## src/rtl/freelist_release_pkg.sv

```systemverilog
// Shared types and sizing for the physical-register free list.
package freelist_release_pkg;

    localparam int PR_W     = 7;
    localparam int FL_DEPTH = 64;
    localparam int AR_NUM   = 32;
    localparam int IDX_W    = $clog2(FL_DEPTH);
    localparam int PTR_W    = IDX_W + 1;

    // Free-list pointer: MSB is the wrap bit, low bits index the tag array.
    typedef logic [PTR_W-1:0] fl_ptr_t;
    // Physical-register tag.
    typedef logic [PR_W-1:0]  pr_tag_t;

    // Write pointer starts one full lap ahead of the read pointer: list full.
    localparam fl_ptr_t WR_PTR_RESET = fl_ptr_t'(FL_DEPTH);

    // Array index carried by a pointer.
    function automatic logic [IDX_W-1:0] fl_index(input fl_ptr_t p);
        return p[IDX_W-1:0];
    endfunction

endpackage

```

## src/rtl/freelist_tag_ram.sv

```systemverilog
// 64-entry tag array: two write ports, four combinational read ports.
// Each entry resets to AR_NUM + index so the list starts holding the
// tags not mapped to architectural registers.
module freelist_tag_ram
    import freelist_release_pkg::*;
(
    input  logic             clk,
    input  logic             rst_n,
    input  logic             we0,
    input  logic [IDX_W-1:0] waddr0,
    input  pr_tag_t          wdata0,
    input  logic             we1,
    input  logic [IDX_W-1:0] waddr1,
    input  pr_tag_t          wdata1,
    input  logic [IDX_W-1:0] raddr0,
    input  logic [IDX_W-1:0] raddr1,
    input  logic [IDX_W-1:0] raddr2,
    input  logic [IDX_W-1:0] raddr3,
    output pr_tag_t          rdata0,
    output pr_tag_t          rdata1,
    output pr_tag_t          rdata2,
    output pr_tag_t          rdata3
);

    pr_tag_t entry_q [FL_DEPTH];

    generate
        for (genvar gi = 0; gi < FL_DEPTH; gi++) begin : g_entry
            pr_tag_t entry_reg;

            // One flop group per entry; the two write addresses never collide.
            always_ff @(posedge clk or negedge rst_n) begin
                if (!rst_n) begin
                    entry_reg <= PR_W'(AR_NUM + gi);
                end else if (we1 && (waddr1 == IDX_W'(gi))) begin
                    entry_reg <= wdata1;
                end else if (we0 && (waddr0 == IDX_W'(gi))) begin
                    entry_reg <= wdata0;
                end
            end

            assign entry_q[gi] = entry_reg;
        end
    endgenerate

    assign rdata0 = entry_q[raddr0];
    assign rdata1 = entry_q[raddr1];
    assign rdata2 = entry_q[raddr2];
    assign rdata3 = entry_q[raddr3];

endmodule

```

## src/rtl/freelist_release.sv

```systemverilog
// Free-list write side: captures freed tags at retire, compacts them,
// writes them into the tag array one cycle later and serves four
// allocation tags at the rename read pointer.
module freelist_release
    import freelist_release_pkg::*;
(
    input  logic       clk,
    input  logic       rst_n,
    input  logic [1:0] retire_valid,
    input  logic [1:0] retire_has_dest,
    input  logic [6:0] retire_old_pr0,
    input  logic [6:0] retire_old_pr1,
    input  logic [6:0] rd_ptr,
    output logic [1:0] PR_num_wrback,
    output logic [6:0] alloc_pr0,
    output logic [6:0] alloc_pr1,
    output logic [6:0] alloc_pr2,
    output logic [6:0] alloc_pr3,
    output logic [6:0] wr_ptr_dbg
);

    logic [1:0]       live;
    logic [1:0]       count_next;
    pr_tag_t          tag0_next;
    pr_tag_t          tag1_next;
    logic [1:0]       count_reg;
    pr_tag_t          tag0_reg;
    pr_tag_t          tag1_reg;
    fl_ptr_t          wr_ptr_reg;
    fl_ptr_t          wr_ptr_next;
    logic [IDX_W-1:0] raddr [4];

    assign live = retire_valid & retire_has_dest;

    // Compaction: a lone slot-1 release moves to position 0.
    always_comb begin
        count_next = 2'(live[0]) + 2'(live[1]);
        tag0_next  = live[0] ? retire_old_pr0 : retire_old_pr1;
        tag1_next  = retire_old_pr1;
    end

    // Capture stage: count and compacted tags, write happens next cycle.
    always_ff @(posedge clk or negedge rst_n) begin
        if (!rst_n) begin
            count_reg <= 2'd0;
            tag0_reg  <= '0;
            tag1_reg  <= '0;
        end else begin
            count_reg <= count_next;
            tag0_reg  <= tag0_next;
            tag1_reg  <= tag1_next;
        end
    end

    assign wr_ptr_next = wr_ptr_reg + fl_ptr_t'(count_reg);

    // Write pointer advances on the same edge as the array write.
    always_ff @(posedge clk or negedge rst_n) begin
        if (!rst_n) begin
            wr_ptr_reg <= WR_PTR_RESET;
        end else begin
            wr_ptr_reg <= wr_ptr_next;
        end
    end

    generate
        for (genvar gi = 0; gi < 4; gi++) begin : g_raddr
            assign raddr[gi] = fl_index(rd_ptr) + IDX_W'(gi);
        end
    endgenerate

    freelist_tag_ram u_ram (
        .clk    (clk),
        .rst_n  (rst_n),
        .we0    (count_reg != 2'd0),
        .waddr0 (fl_index(wr_ptr_reg)),
        .wdata0 (tag0_reg),
        .we1    (count_reg == 2'd2),
        .waddr1 (fl_index(wr_ptr_reg) + IDX_W'(1)),
        .wdata1 (tag1_reg),
        .raddr0 (raddr[0]),
        .raddr1 (raddr[1]),
        .raddr2 (raddr[2]),
        .raddr3 (raddr[3]),
        .rdata0 (alloc_pr0),
        .rdata1 (alloc_pr1),
        .rdata2 (alloc_pr2),
        .rdata3 (alloc_pr3)
    );

    assign PR_num_wrback = count_reg;
    assign wr_ptr_dbg    = wr_ptr_reg;

`ifndef SYNTHESIS
    // The list can never hold more than FL_DEPTH free tags.
    a_no_overflow : assert property (@(posedge clk) disable iff (!rst_n)
        (count_reg != 2'd0) |-> (fl_ptr_t'(wr_ptr_next - rd_ptr) <= fl_ptr_t'(FL_DEPTH)));
`endif

endmodule

```

## config.mk

```make
export PLATFORM = sky130hd
export DESIGN_NAME = freelist_release
export DESIGN_NICKNAME = d
export VERILOG_FILES = /design/src/rtl/freelist_release_pkg.sv /design/src/rtl/freelist_tag_ram.sv /design/src/rtl/freelist_release.sv
export SDC_FILE = /design/constraint.sdc
export NUM_CORES = 2
export LEC_CHECK = 0
export CORE_UTILIZATION = 55
export DETAILED_ROUTE_END_ITERATION = 16
export PLACE_DENSITY_LB_ADDON = 0.08
export SLEW_MARGIN = 20
export SYNTH_ARGS = -nofsm -noshare
export SYNTH_HDL_FRONTEND = slang
export SYNTH_SLANG_ARGS = --single-unit
```

## constraint.sdc

```tcl
create_clock -name clk -period 4.1 [get_ports clk]
set_input_delay 0.41 -clock clk [delete_from_list [all_inputs] [get_ports clk]]
set_output_delay 0.41 -clock clk [all_outputs]
set_load 0.02 [all_outputs]
```

==> metrics.txt <==
clock share of power=22.1%; Row Count=93; most frequent cells in the layout=nand2_1 (897), mux4_2 (394), a22oi_1 (356); Synth Warn #=0; Synth Net Count=3464; TritonCTS clock tree=yes; clock-pin slew on the worst setup and hold paths=0.06 ns; NumNets Final=3530; failing checks=negative setup slack; combinational power share=37.7%; crit start category=primary input; CORE AREA=0.0643 mm2; # Max-Cap Violations=0; Via density=7.68; FFs w/ async S/R, synth=100%; Net Switching=9380 uW; fin util=62.6%; Power per Cell Area=562 mW/mm2; sequential share of power=40.3%; gr usage total=47.7%; layout cells sized above 1=29.8%; Max Slew Vio Count=0; IO buf count=62; period utilization=100%; final setup fails=1; switching share of total power=41.5%; CTS buffer count=53; Rel. slew slack=14.2%; Data required, critical path=3.69 ns; CTS H-Tree Depth=2; min-delay worst type=primary input to flop; CP arrival=3.71 ns; Post-Place Cells=4290; number of flops mapped to enable cells by yosys=0; Max FO, Critical Path=36; clock buffer depth=3; GP Congestion=1.06; synthesized flop and latch total=471; maximum vdd drop=0.509 mV; RR Startpoint=PR_num_wrback[1]$_DFF_PN0_; first-pass GRT wire length=228 mm; leak pwr=0.0169 uW; root buffer selected by CTS=clkbuf_16; commonest non-fill, non-tap cell in the layout=nand2_1; setup ws final=-0.0156 ns; Max Clk Rate=243 MHz; sequential area share after synthesis=33.8%; Die H=257 um; pin count of the biggest net entering global routing=103; non-filler cells, final=4399; vias in the first global route=31.9k; Hold Startpoint=retire_old_pr1[6]; initial antenna violation count=8; Hold Slack=0.230 ns; global route overflow=0; drt total wl=158 mm; DRT antenna net count=0; I/O Pins=64; P_int=13200 uW; crit end category=output port; Starting Density=55.6%; slew at the pin with the worst max-slew slack=1.29 ns; Vias=33.8k; area delta synth->final=12.6%; RR Endpoint=u_ram.g_entry[21].entry_reg[3]$_DFFE_PN0P_; crit path from=rd_ptr[1]; Cells on Worst Hold Path=1; # DRC=0; max FFs per register=448; status=finished with violations; syn_area_per_cell=10.4 um2; clock skew=0.0198 ns; fill count=5142; Hold Vio Cnt, Final=0; leading register cell type out of synthesis=dfrtp_1; Iter 0 DRT Violations=5550; r2r setup slk=0.67 ns; die area=0.0660 mm2; Die Width=257 um; clock latency at the later pin of the worst-skew pair=0.65 ns; DP Wirelength=112 mm; depth of the worst register-to-register path=6; Mapped Area=0.0357 mm2; Mapped Cells=3429; crit path kind=primary input to output port; wire per inst=35.9 um; Clock Sinks=471; Unique masters post-synth=58; Detailed Routing Iterations Pass 1=8; Hold Path End=tag1_reg[6]$_DFF_PN0_; post-layout min period=4.12 ns
==> per-layer routing <==
metal | vias up | track usage (%) | share of wire [%]
met5 | - | 0 | 0.032
met4 | 8 | 27.0 | 6.8
met3 | 573 | 17.9 | 16
met2 | 2941 | 67.1 | 42
met1 | 17000 | 63.5 | 36
li1 | 13300 | - | -
==> per-stage QoR <==
stage	power [uW]	area [um2]	setup WS (ns)	setup TNS, ns
5_1_grt	23100	40300	-0.00241	-0.00241
6_report	22600	40300	-0.0156	-0.0156
3_5_place_dp	17100	38400	-0.0220	-0.0423
4_1_cts	22100	40200	0.0244	0
3_3_place_gp	16800	38400	-0.0213	-0.0355
2_1_floorplan	13000	35700	0.523	0
==> critical path: stages <==
cell,delay (ns)
clkbuf_8,0.14
clkinv_1,0.18
ha_4,0.48
buf_12,0.29
buf_12,0.23
mux4_2,0.20
nand2_1,0.05
a21oi_1,0.27
nor2_1,0.20
a31oi_1,0.48
clkdlybuf4s50_1,0.71
==> how the worst max path moves through the flow <==
stage                         endpoint  slack [ns]
after global placement    alloc_pr1[3]       -0.02
after CTS                 alloc_pr1[0]        0.02
after global routing      alloc_pr1[0]      -0.002
after floorplan           alloc_pr1[3]        0.52
final                     alloc_pr3[5]       -0.02
after detailed placement  alloc_pr1[0]       -0.02
==> cell usage after synthesis, types with 32 or more instances <==
library cell / n / share of area, %
a21o_1: 108 / 2.3
a21oi_1: 52 / 0.73
a22o_1: 119 / 2.9
a22oi_1: 356 / 7.5
a31oi_1: 40 / 0.70
buf_2: 67 / 0.94
clkbuf_1: 162 / 1.7
dfrtp_1: 246 / 17
dfstp_2: 225 / 17
mux2i_1: 168 / 4.7
mux4_2: 394 / 25
nand2_1: 897 / 9.4
nand3_1: 77 / 1.1
nor2_1: 151 / 1.6
nor3_1: 32 / 0.45
==> power groups by stage <==
stage / Clock [uW] / Sequential, uW / Combinational, uW
3_5_place_dp: 0 / 8920 / 8190
6_report: 4990 / 9110 / 8520
2_1_floorplan: 0 / 7640 / 5370
3_3_place_gp: 0 / 8790 / 8040
5_1_grt: 5170 / 9130 / 8810
4_1_cts: 5000 / 8860 / 8240
==> what timing repair did <==
action                                  CTS  global route
buffers inserted                          0             4
endpoints found under the setup margin    2            10
hold buffers                              1             0
resized for setup                         2            11
hold endpoints to repair                 50             0
==> area by class of cell <==
type	instances	area, um2	share of cell area (%)
antenna	4	10.0	0.0249
clock buffer	83	1590	3.95
clock inverter	17	213	0.528
inverter	9	33.8	0.0839
multi-input combinational	2661	22500	55.8
sequential	471	12100	30.0
tap	855	1070	2.66
timing repair buffer	299	2810	6.97
==> logic make-up after synthesis <==
| kind of cell | Yosys count | synth area share (%) |
|---|---|---|
| and+or+nand+nor | 1242 | 14.5 |
| AOI/OAI and AO/OA | 815 | 17.1 |
| muxes | 576 | 30.0 |
| DFF | 471 | 33.8 |
| buffers and inverters | 297 | 3.89 |
| xor gates and xnor gates | 20 | 0.490 |
| adders and majority gates | 8 | 0.301 |
Power figures use the tool's default switching activity.
